### src/rtl/response_encoder.sv
// response_encoder: serializes an opcode byte plus payload bytes (MSB first)
// into strobed single-byte transfers, tracking each byte through tx_busy.
module response_encoder #(
   parameter int PAYLOAD_BYTES = 4,
   parameter int ACK_TIMEOUT   = 16
) (
   input  logic        clock,
   input  logic        reset,
   input  logic        send,
   input  logic [7:0]  opcode,
   input  logic [31:0] payload,
   input  logic        tx_busy,
   output logic [7:0]  byte_out,
   output logic        byte_out_valid,
   output logic        busy,
   output logic        done,
   output logic        error
);
   localparam int         PW   = 8 * PAYLOAD_BYTES;
   localparam logic [2:0] LAST = 3'(PAYLOAD_BYTES);
   localparam logic [7:0] TMAX = 8'(ACK_TIMEOUT - 1);

   typedef enum logic [2:0] {
      IDLE      = 3'd0,
      EMIT      = 3'd1,
      WAIT_ACK  = 3'd2,
      WAIT_DONE = 3'd3,
      DONE      = 3'd4,
      ERROR     = 3'd5
   } state_t;

   state_t      state;
   logic [39:0] shift;
   logic [2:0]  count;
   logic [7:0]  timer;
   logic [31:0] payload_aligned;

   // used payload bytes pushed up against the opcode; shifted-in low bytes are zero
   assign payload_aligned = payload << (32 - PW);

   always_ff @(posedge clock or posedge reset) begin
      if (reset) begin
         state          <= IDLE;
         shift          <= '0;
         count          <= '0;
         timer          <= '0;
         byte_out       <= '0;
         byte_out_valid <= 1'b0;
         busy           <= 1'b0;
         done           <= 1'b0;
         error          <= 1'b0;
      end else begin
         byte_out_valid <= 1'b0;
         done           <= 1'b0;
         error          <= 1'b0;
         case (state)
            IDLE: begin
               if (send) begin
                  shift <= {opcode, payload_aligned};
                  count <= '0;
                  busy  <= 1'b1;
                  state <= EMIT;
               end
            end
            EMIT: begin
               if (!tx_busy) begin
                  byte_out       <= shift[39:32];
                  byte_out_valid <= 1'b1;
                  timer          <= '0;
                  state          <= WAIT_ACK;
               end
            end
            WAIT_ACK: begin
               // an ack arriving on the expiry cycle still wins
               if (tx_busy)
                  state <= WAIT_DONE;
               else if (timer == TMAX)
                  state <= ERROR;
               else
                  timer <= timer + 8'd1;
            end
            WAIT_DONE: begin
               if (!tx_busy) begin
                  if (count == LAST) begin
                     state <= DONE;
                  end else begin
                     shift <= {shift[31:0], 8'h00};
                     count <= count + 3'd1;
                     state <= EMIT;
                  end
               end
            end
            DONE: begin
               done  <= 1'b1;
               busy  <= 1'b0;
               state <= IDLE;
            end
            ERROR: begin
               error <= 1'b1;
               busy  <= 1'b0;
               state <= IDLE;
            end
            default: begin
               busy  <= 1'b0;
               state <= IDLE;
            end
         endcase
      end
   end
endmodule
### config.mk
export PLATFORM = sky130hd
export DESIGN_NAME = response_encoder
export DESIGN_NICKNAME = d
export VERILOG_FILES = /design/src/rtl/response_encoder.sv
export SDC_FILE = /design/constraint.sdc
export NUM_CORES = 1
export LEC_CHECK = 0
export ABC_AREA = 0
export ABC_CLOCK_PERIOD_IN_PS = 1900
export BUFFER_PORTS_ARGS = -buffer_cell sky130_fd_sc_hd__buf_2
export CORE_AREA = 2 2 94 74
export CTS_CLUSTER_DIAMETER = 80
export DETAILED_ROUTE_END_ITERATION = 16
export DIE_AREA = 0 0 96 76
export GPL_TIMING_DRIVEN = 0
export PLACE_DENSITY = 0.73
export SLEW_MARGIN = 15
export SYNTH_ARGS = -nofsm -noshare
export SYNTH_HDL_FRONTEND = slang
export SYNTH_SLANG_ARGS = --single-unit
### constraint.sdc
create_clock -name clock -period 1.9 [get_ports clock]
set_input_delay 0 -clock clock [delete_from_list [all_inputs] [get_ports clock]]
set_output_delay 0 -clock clock [all_outputs]
set_load 0.005 [all_outputs]
Word-level counts from Yosys, hierarchy flattened
Cells that the tools add are included.
{"block": "totals", "input_bits": 44, "word_cells": 61, "regBits": 66, "output_inout_bits": 12}
{"block": "classes", "bitwise_logic": 2, "add_sub_neg": 2, "n_eq_ne": 14, "n_reduce_logical": 9, "mux": 25}
{"operator": "2-to-1 mux 40 bit", "n": 3}
{"operator": "one-hot mux 40 bit (2 select lines)", "n": 1}
{"operator": "2-to-1 mux 3 bit", "n": 9}
{"operator": "2-to-1 mux 8 bit", "n": 3}
{"operator": "one-hot mux 8 bit (2 select lines)", "n": 1}
{"operator": "!= test 2 bit (second input constant)", "n": 6}
{"operator": "one-hot mux 3 bit (4 select lines)", "n": 1}
{"operator": "AND reduction 4 bit", "n": 3}
{"operator": "equality test 3 bit (second input constant)", "n": 3}
{"operator": "adder 8 x 1 -> 8 bit (second input constant)", "n": 1}
{"operator": "equality test 8 x 4 -> 1 bit (second input constant)", "n": 1}
{"operator": "equality test 3 x 2 -> 1 bit (second input constant)", "n": 2}
{"operator": "one-hot mux 3 bit (2 select lines)", "n": 1}
{"operator": "2-to-1 mux 1 bit", "n": 5}
{"operator": "AND reduction 2 bit", "n": 2}
{"operator": "nonzero test 2 bit", "n": 2}
{"operator": "adder 3 x 1 -> 3 bit (second input constant)", "n": 1}
{"operator": "equality test 3 x 1 -> 1 bit (second input constant)", "n": 1}
{"operator": "logical NOT 3 bit", "n": 1}
{"operator": "!= test 3 bit (second input constant)", "n": 1}
{"operator": "OR reduction 3 bit", "n": 1}
{"operator": "inverter 1 bit", "n": 2}
{"operator": "one-hot mux 1 bit (2 select lines)", "n": 1}

Depth between registers and ports, before layout
Gate-level depths: netlist of run 1.
{"block": "depth", "ltp_word": 4, "mapped_depth": 7}

Worst setup path before layout of run 1
No wires, ideal clock.
{"block": "synth_timing", "path_kind": "register to register", "startpoint": "register count[0]", "endpoint": "register shift[0]", "path_slack_ps": 239, "period_less_slack_ps": 1661, "path_stages_with_launch": 8, "arrival_ps": 1540, "required_time_ps": 1779, "cell_sequence": "dfrtp_1 > inv_1 > ha_1 > a21oi_4 > a31oi_4 > or2_1 > buf_6 > a22o_1"}
{"block": "synth_via", "elab_chain_cells": 3}
{"item": "start: declaration", "line_no": "34", "rtl": "logic [2:0] count;"}
{"item": "start signal: assignment", "line_no": "88", "rtl": "count <= count + 3'd1;"}
{"item": "equality test 3 bit", "line_no": "84", "rtl": "if (count == LAST) begin"}
{"item": "!= test 2 bit (no source line)"}
{"item": "AND reduction 4 bit (no source line)"}
{"item": "end signal: assignment", "line_no": "59", "rtl": "shift <= {opcode, payload_aligned};"}
{"item": "end signal: assignment", "line_no": "87", "rtl": "shift <= {shift[31:0], 8'h00};"}
{"item": "end: declaration", "line_no": "33", "rtl": "logic [39:0] shift;"}
No other way between the ends.
A chain may end at the register's enable or synchronous reset.

Final worst setup path of run 1
Same ends and word-level chain as after synthesis.

==> impl_metrics.env, run 1 <==
export IMPL_cp_top_family="compound AO/OA/AOI/OAI gates"
export IMPL_ir_drop_v=0.0008608
export IMPL_dieWidth_microns=96
export IMPL_vias=2525
export IMPL_regArea_sq_um=1652
export IMPL_routedWlPerCell_microns=14.56
export IMPL_crit_type="reg2reg"
export IMPL_final_cells=485
export IMPL_multi_input_area_sq_um=1306
export IMPL_ys_warn_count=0
export IMPL_port_buffers=55
export IMPL_clock_latency_ps=340
export IMPL_cts_root_buf="clkbuf_8"
export IMPL_fin_crit_sh_pct=96.25
export IMPL_start_util_pct=47.70
export IMPL_wirelength_met1_microns=3297
export IMPL_num_fill_cells=516
export IMPL_antenna_found_initial=0
export IMPL_synth_area_sq_um=3088
export IMPL_min_path_type="in2reg"
export IMPL_slew_viol_final=0
export IMPL_synth_seq_cells=66
export IMPL_p_leak_nw=2.013
export IMPL_cts_clk_slew_worst_paths_ps=60
export IMPL_synth_edf_count=0
export IMPL_clockBufferDepth=2
export IMPL_final_cell_area_sq_um=4111
export IMPL_htree_num_levels=3
export IMPL_synth_ff_type="dfrtp_1"
export IMPL_placedInstanceArea_sq_um=3491
export IMPL_synthCells=285
export IMPL_dpl_cell_count=425
export IMPL_die_area_sq_um=7296
export IMPL_area_growth_pct=33.14
export IMPL_top_layer="met4"
export IMPL_wirelength_microns=7062
export IMPL_detail_route_iter0_violations=129
export IMPL_dr_wl_met2_microns=3326
export IMPL_grt_use_total_pct=21.01
export IMPL_hold_ws_ps=121.5
export IMPL_grt_pass1_wl_microns=11830
export IMPL_worstPathRequired_ps=2120
export IMPL_diodes=0
export IMPL_drive_gt1_share_pct=24.94
export IMPL_synth_cell_types=39
export IMPL_crit_chain="inv_1, ha_1, a21oi_4, a31oi_4, or2_4, buf_6, a22o_1"
export IMPL_hpwl_microns=4641
export IMPL_power_density_nw_per_um2=1332
export IMPL_ys_seq_area_share_pct=53.48
export IMPL_critPathBufInv=2
export IMPL_setup_tns_ps=0
export IMPL_synthesis_nets=332
export IMPL_endpoint_kind="flop"
export IMPL_met3_length_microns=348
export IMPL_max_freq_ghz=0.5468
export IMPL_clock_skew_ps=5.211
export IMPL_numCtsBuffers=9
export IMPL_rows=26
export IMPL_grt_max_degree=42
export IMPL_cts_tree="built"
export IMPL_io_pins=56
export IMPL_cts_sinks=66
export IMPL_dr_pass1_iters=4
export IMPL_cp_slowest_stage_delay_ps=360
export IMPL_worstPathArrival_ps=2050
export IMPL_fin_crit_ps=1829
export IMPL_tightest_slew_ps=487.3
export IMPL_overflow=0
export IMPL_ys_async_sr_fraction_pct=100.0
export IMPL_slew_limit_headroom_pct=67.51
export IMPL_avgSynthCellArea_sq_um=10.83
export IMPL_grt_pass1_vias=2630
export IMPL_max_cap_violations=0
export IMPL_routed_via_density=5.206
export IMPL_outcome="complete, no violations"
export IMPL_core_area_sq_um=6474
export IMPL_cp_start_kind="flop"
export IMPL_crit_fanout=10
export IMPL_final_antenna_net_count=0
export IMPL_die_h_microns=76
export IMPL_gp_congestion=0.7952
export IMPL_setup_viol=0
export IMPL_final_nets=444
export IMPL_critPathSlowestCell="dfrtp_1"
export IMPL_hold_violations=0
export IMPL_post_route_drc_count=0
==> through the flow <==
step	total power (W)	utilization [%]	worst slack, ps
final	0.005476	63.51	71.28
after global routing	0.005929	63.51	-4.635
after CTS	0.005467	63.07	8.210
after detailed placement	0.004360	53.92	29.26
after global placement	0.004262	53.58	-531.4
after floorplan	0.003806	-	239.5
==> layer usage <==
metal | GRT usage (%) | vias to the layer above
li1 | - | 1246
met2 | 33.61 | 63
met4 | 6.143 | 0
met1 | 27.87 | 1207
met5 | 0 | -
met3 | 5.737 | 9
==> path summary, 6_finish.rpt <==
path	from	to	slack (ps)	depth (start not counted)
worst max-delay path	count[0]	shift[0]	70	7
worst min-delay path	send	state[0]	120	4
worst max register to register	count[0]	shift[0]	70	7
worst min register to register	shift[33]	byte_out[1]	470	2
max in group asynchronous	reset	shift[14]	1190	4
min in group asynchronous	reset	timer[4]	190	3
==> state kept, by name, indices dropped and copies added (netlist names) <==
name	cells
timer	8
shift	40
busy	1
count	3
byte_out_valid	1
state	3
done	1
error	1
byte_out	8
==> synth_stat cells, drive strengths merged, types with 2 or more instances <==
cell	number	area, sq um
a21o	3	22.52
a21oi	5	36.29
a22o	8	70.07
and3	4	25.02
buf	13	87.58
clkbuf	7	26.28
dfrtp	66	1652
ha	3	37.54
inv	4	15.01
mux2i	33	330.3
nand2	31	116.4
nand2b	3	18.77
nand3	5	25.02
nand4	2	12.51
nor2	4	15.01
nor3	2	10.01
nor3b	3	32.53
o21ai	69	345.3
o22ai	3	18.77
or2	3	18.77
or3	2	12.51
==> worst reg2reg max path: stages (launching register included) <==
cell and delay, ps:
dfrtp_1 360, inv_1 70, ha_1 250, a21oi_4 200, a31oi_4 170, or2_4 290
buf_6 150, a22o_1 240
==> logic make-up after synthesis <==
kind of cell / after synthesis / synth area share, %
fa+ha+maj: 3 / 1.216
mux: 33 / 10.70
buf+inv: 25 / 4.295
compound gates: 95 / 19.49
flops: 66 / 53.48
xor+xnor: 1 / 0.2837
simple gates: 62 / 10.53
==> power by group <==
group	total [W]	switching, W	internal [W]	leakage (nW)
sequential	0.00225	0.000283	0.00197	0.848
clock	0.00103	0.000492	0.000536	0.0855
combinational	0.00220	0.00119	0.00101	1.08
total	0.00548	0.00196	0.00351	2.01
==> cells in the final DEF, fill, tap and decap left out, types with 2 or more instances in the layout <==
cell,count
nor3_1,2
or2_2,2
o22ai_1,3
and3_1,4
a21oi_1,4
a21o_1,3
clkbuf_1,6
nor2_1,4
dfrtp_1,66
nand4_1,2
clkbuf_8,11
dlygate4sd3_1,42
clkbuf_2,3
nand2_1,31
buf_2,62
mux2i_1,33
ha_1,3
or3_1,2
o21ai_1,34
nand2b_1,3
nand3_1,5
inv_1,3
nor3b_2,2
buf_4,7
a22o_1,8
o21ai_0,35
buf_6,2
==> repair_timing <==
action,4_1_cts,5_1_grt
endpoints found under the setup margin,0,39
buffers inserted,0,3
endpoints found under the hold margin,107,0
hold buffers,42,0
resized for setup,0,7
==> layout make-up <==
class | count | share of cell area (%)
Tap cell | 84 | 2.556
Multi-Input combinational cell | 194 | 31.77
Timing Repair Buffer | 101 | 17.95
Clock buffer | 13 | 3.865
Sequential cell | 66 | 40.17
Inverter | 5 | 0.5173
Buffer | 20 | 2.861
Clock inverter | 2 | 0.3043
Power figures use the tool's default switching activity.
==> inputs of run 2 (changes only) <==
--- a/config.mk
+++ b/config.mk
@@ -6,7 +6,7 @@
 export NUM_CORES = 1
 export LEC_CHECK = 0
 export ABC_AREA = 0
-export ABC_CLOCK_PERIOD_IN_PS = 1900
+export ABC_CLOCK_PERIOD_IN_PS = 2300
 export BUFFER_PORTS_ARGS = -buffer_cell sky130_fd_sc_hd__buf_2
 export CORE_AREA = 2 2 94 74
 export CTS_CLUSTER_DIAMETER = 80
==> constraint.sdc (replaced) <==
create_clock -name clock -period 2.3 [get_ports clock]
set_input_delay 0 -clock clock [delete_from_list [all_inputs] [get_ports clock]]
set_output_delay 0 -clock clock [all_outputs]
set_load 0.005 [all_outputs]
==> impl_metrics.env, run 2 (synthesized netlist as in run 1, its figures left out) <==
export IMPL_outcome="complete, no violations"
export IMPL_die_area_sq_um=7296
export IMPL_cts_sinks=66
export IMPL_slew_limit_headroom_pct=62.20
export IMPL_grt_setup_unrepaired="no"
export IMPL_overflow=0
export IMPL_final_nets=441
export IMPL_hold_violations=0
export IMPL_io_pins=56
export IMPL_final_common_cell="dfrtp_1"
export IMPL_crit_fanout=10
export IMPL_final_antenna_net_count=0
export IMPL_mostFrequentLayoutCells="66 x dfrtp_1, 62 x buf_2, 42 x dlygate4sd3_1, 35 x o21ai_0, 34 x o21ai_1"
export IMPL_detail_route_iter0_violations=153
export IMPL_fin_crit_ps=1896
export IMPL_num_fill_cells=527
export IMPL_grt_pass1_vias=2630
export IMPL_hold_ws_ps=121.7
export IMPL_post_route_drc_count=0
export IMPL_hpwl_microns=4641
export IMPL_routedWlPerCell_microns=14.55
export IMPL_setup_viol=0
export IMPL_cts_setup_buffers=0
export IMPL_largest_reg_flops=40
export IMPL_cts_clk_slew_worst_paths_ps=60
export IMPL_start_util_pct=47.70
export IMPL_grt_pass1_wl_microns=11830
export IMPL_routed_via_density=5.187
export IMPL_power_density_nw_per_um2=1101
export IMPL_antenna_found_initial=0
export IMPL_numCtsBuffers=9
export IMPL_htree_num_levels=3
export IMPL_port_buffers=55
export IMPL_largest_registers="shift: 40 flops, byte_out: 8 flops, timer: 8 flops"
export IMPL_area_growth_pct=32.21
export IMPL_vias=2500
export IMPL_largest_register="shift"
export IMPL_min_path_type="in2reg"
export IMPL_tightest_slew_ps=565.1
export IMPL_core_area_sq_um=6474
export IMPL_p_leak_nw=1.990
export IMPL_cp_start_kind="flop"
export IMPL_cts_resized=0
export IMPL_crit_type="reg2reg"
export IMPL_cts_tree="built"
export IMPL_grt_max_degree=42
export IMPL_dr_pass1_iters=4
export IMPL_clock_skew_ps=6.314
export IMPL_max_freq_ghz=0.5274
export IMPL_max_cap_violations=0
export IMPL_die_h_microns=76
export IMPL_endpoint_kind="flop"
export IMPL_cts_root_buf="clkbuf_8"
export IMPL_fin_crit_sh_pct=82.44
export IMPL_clockBufferDepth=2
export IMPL_clock_latency_ps=340
export IMPL_setup_tns_ps=0
export IMPL_gp_congestion=0.7952
export IMPL_worstPathArrival_ps=2120
export IMPL_worstPathRequired_ps=2520
export IMPL_diodes=0
export IMPL_dieWidth_microns=96
export IMPL_grt_use_total_pct=21.01
export IMPL_ir_drop_v=0.0006967
export IMPL_wirelength_microns=7013
export IMPL_rows=26
export IMPL_drive_gt1_share_pct=23.37
export IMPL_slew_viol_final=0
## run 2: cell types whose count changed in the layout (fill, tap and decap cells not counted), sizes merged
| cell | before | now |
|---|---|---|
| buf | 72 | 69 |
## run 2: power breakdown
part / switching [W] / internal, W / leakage, nW
clock: 0.000410 / 0.000443 / 0.0855
sequential: 0.000232 / 0.00163 / 0.848
combinational: 0.000978 / 0.000808 / 1.06
## run 2: worst max-delay path, stage by stage (launching register included)
cell and delay, ps:
dfrtp_1 360, inv_1 70, ha_1 250, a21oi_4 230, a31oi_4 170, or2_1 300, buf_6 160, a22o_1 230
## run 2: final cells by class
cell class	instances	area, sq um	area share [%]
sequential	66	1652	40.45
multi-input combinational	194	1304	31.93
timing repair buffer	98	715.7	17.53
clock buffer	13	158.9	3.892
buffer	20	113.9	2.789
tap	84	105.1	2.574
inverter	5	21.27	0.5210
clock inverter	2	12.51	0.3065
## run 2: per-stage QoR
stage / total power [W] / setup slack (ps) / cells / utilization [%] / cell area, sq um
detailed placement: 0.003601 / 429.3 / 425 / 53.92 / 3491
global placement: 0.003521 / -131.4 / 424 / 53.58 / 3468
floorplan: 0.003144 / 639.5 / 285 / - / 3088
finish: 0.004496 / 403.9 / 482 / 63.07 / 4083
global route: 0.004869 / 316.3 / 482 / 63.07 / 4083
CTS: 0.004516 / 408.2 / 482 / 63.07 / 4083
## run 2: final timing paths
kind / startpoint / endpoint / slack (ps) / depth (start not counted)
min: send / state[0] / 120 / 4
max: count[0] / shift[0] / 400 / 7
min in group asynchronous: reset / timer[4] / 190 / 3
max reg2reg: count[0] / shift[0] / 400 / 7
min reg2reg: shift[33] / byte_out[1] / 470 / 2
max in group asynchronous: reset / shift[16] / 1590 / 4
## run 2: per-layer routing
metal / GRT usage, % / up-vias / routed length (microns)
li1: - / 1245 / -
met1: 27.87 / 1185 / 3305
met2: 33.61 / 61 / 3272
met3: 5.737 / 9 / 347
met4: 6.143 / 0 / 88
met5: 0 / - / 0
## run 2: repair_timing
item,in CTS,in global routing
hold buffers,42,0
hold endpoints to repair,107,0
endpoints found under the setup margin,0,0
==> inputs of run 3 (changes only) <==
--- a/config.mk
+++ b/config.mk
@@ -6,7 +6,7 @@
 export NUM_CORES = 1
 export LEC_CHECK = 0
 export ABC_AREA = 0
-export ABC_CLOCK_PERIOD_IN_PS = 2300
+export ABC_CLOCK_PERIOD_IN_PS = 1800
 export BUFFER_PORTS_ARGS = -buffer_cell sky130_fd_sc_hd__buf_2
 export CORE_AREA = 2 2 94 74
 export CTS_CLUSTER_DIAMETER = 80
==> constraint.sdc (replaced) <==
create_clock -name clock -period 1.8 [get_ports clock]
set_input_delay 0 -clock clock [delete_from_list [all_inputs] [get_ports clock]]
set_output_delay 0 -clock clock [all_outputs]
set_load 0.005 [all_outputs]
==> impl_metrics.env, run 3 (synthesized netlist as in run 1, its figures left out) <==
export IMPL_overflow=0
export IMPL_final_nets=446
export IMPL_endpoint_kind="flop"
export IMPL_start_util_pct=47.70
export IMPL_mostFrequentLayoutCells="66 x dfrtp_1, 62 x buf_2, 42 x dlygate4sd3_1, 35 x o21ai_0"
export IMPL_rows=26
export IMPL_power_density_nw_per_um2=1407
export IMPL_grt_setup_unrepaired="no"
export IMPL_grt_max_degree=42
export IMPL_dr_pass1_iters=4
export IMPL_clock_latency_ps=340
export IMPL_crit_fanout=10
export IMPL_final_common_cell="dfrtp_1"
export IMPL_fin_crit_sh_pct=95.68
export IMPL_min_from="send"
export IMPL_cts_root_buf="clkbuf_8"
export IMPL_post_route_drc_count=0
export IMPL_vias=2540
export IMPL_antenna_found_initial=0
export IMPL_dieWidth_microns=96
export IMPL_slew_limit_headroom_pct=68.46
export IMPL_port_buffers=55
export IMPL_slew_viol_final=0
export IMPL_cts_tree="built"
export IMPL_grt_use_total_pct=21.17
export IMPL_largest_reg_flops=40
export IMPL_grt_pass1_vias=2644
export IMPL_crit_start="count[0]"
export IMPL_fin_crit_ps=1722
export IMPL_diodes=0
export IMPL_timing_rr_start="count[0]"
export IMPL_final_util_pct=64.01
export IMPL_dp_worst_setup_slack_ps=-70.74
export IMPL_largest_register="shift"
export IMPL_area_growth_pct=34.20
export IMPL_io_pins=56
export IMPL_drive_gt1_share_pct=26.30
export IMPL_cts_sinks=66
export IMPL_clock_skew_ps=6.455
export IMPL_worstPathArrival_ps=1940
export IMPL_hpwl_microns=4641
export IMPL_cp_start_kind="flop"
export IMPL_num_fill_cells=517
export IMPL_setup_viol=0
export IMPL_die_area_sq_um=7296
export IMPL_hold_violations=0
export IMPL_ir_drop_v=0.0009011
export IMPL_detail_route_iter0_violations=153
export IMPL_numCtsBuffers=9
export IMPL_core_area_sq_um=6474
export IMPL_setup_tns_ps=0
export IMPL_outcome="complete, no violations"
export IMPL_htree_num_levels=3
export IMPL_tightest_slew_ps=473.1
export IMPL_p_leak_nw=2.025
export IMPL_max_cap_violations=0
export IMPL_largest_registers="shift: 40 flops, byte_out: 8 flops, timer: 8 flops"
export IMPL_gp_congestion=0.7952
export IMPL_power_w=0.005829
export IMPL_routed_via_density=5.216
export IMPL_grt_pass1_wl_microns=11900
export IMPL_routedWlPerCell_microns=14.63
export IMPL_cts_clk_slew_worst_paths_ps=60
export IMPL_worstPathRequired_ps=2020
export IMPL_final_antenna_net_count=0
export IMPL_crit_type="reg2reg"
export IMPL_die_h_microns=76
export IMPL_clockBufferDepth=2
export IMPL_fin_ws_ps=77.76
export IMPL_min_path_type="in2reg"
export IMPL_wirelength_microns=7126
export IMPL_max_freq_ghz=0.5806
==> run 3: final timing paths <==
check | end | slack [ps] | depth (start not counted)
setup / recovery | shift[0] | 80 | 7
hold / removal | state[0] | 70 | 4
setup reg to reg | shift[0] | 80 | 7
hold reg to reg | byte_out[1] | 470 | 2
max in group asynchronous | shift[18] | 1080 | 4
min in group asynchronous | timer[4] | 200 | 3
==> run 3: where the power goes <==
part | switching (W) | total (W) | leakage, nW | internal (W)
Sequential | 0.000296 | 0.00237 | 0.848 | 0.00208
Clock | 0.000514 | 0.00108 | 0.0855 | 0.000566
Combinational | 0.00128 | 0.00238 | 1.09 | 0.00110
==> run 3: area by class of cell <==
class	instances	area, sq um	share of cell area (%)
Multi-Input combinational cell	194	1320	31.85
Tap cell	84	105.1	2.536
Sequential cell	66	1652	39.86
Clock buffer	13	158.9	3.835
Inverter	5	21.27	0.5133
Clock inverter	2	12.51	0.3019
Timing Repair Buffer	103	757.0	18.27
Buffer	20	117.6	2.838
==> run 3: critical path, stage by stage (launching register included) <==
cell	delay (ps)
dfrtp_1	350
inv_1	70
ha_2	210
a21oi_4	190
a31oi_4	140
or2_4	270
buf_6	150
a22o_1	230
==> run 3: per-stage QoR <==
stage,hold WS (ps),cell area [sq um],cells
final,73.48,4144,487
after global placement,216.6,3468,424
after detailed placement,0.001055,3491,425
after CTS,132.8,4100,484
after floorplan,62.18,3088,285
after global routing,106.5,4144,487
==> run 3: what timing repair did <==
action / CTS / global route
hold endpoints to repair: 107 / 0
buffers inserted: 2 / 3
hold buffers: 42 / 0
cloned: 0 / 0
resized for setup: 1 / 11
pin swaps: 2 / 4
endpoints found under the setup margin: 38 / 30
==> run 3: routing by layer <==
layer | vias to the layer above | part of all wire, % | global-route usage [%] | wire, microns
met2 | 65 | 48 | 33.89 | 3455
met5 | - | 0 | 0 | 0
li1 | 1253 | - | - | -
met4 | 0 | 1.3 | 6.143 | 90
met3 | 8 | 4.6 | 5.737 | 326
met1 | 1214 | 46 | 28.13 | 3254
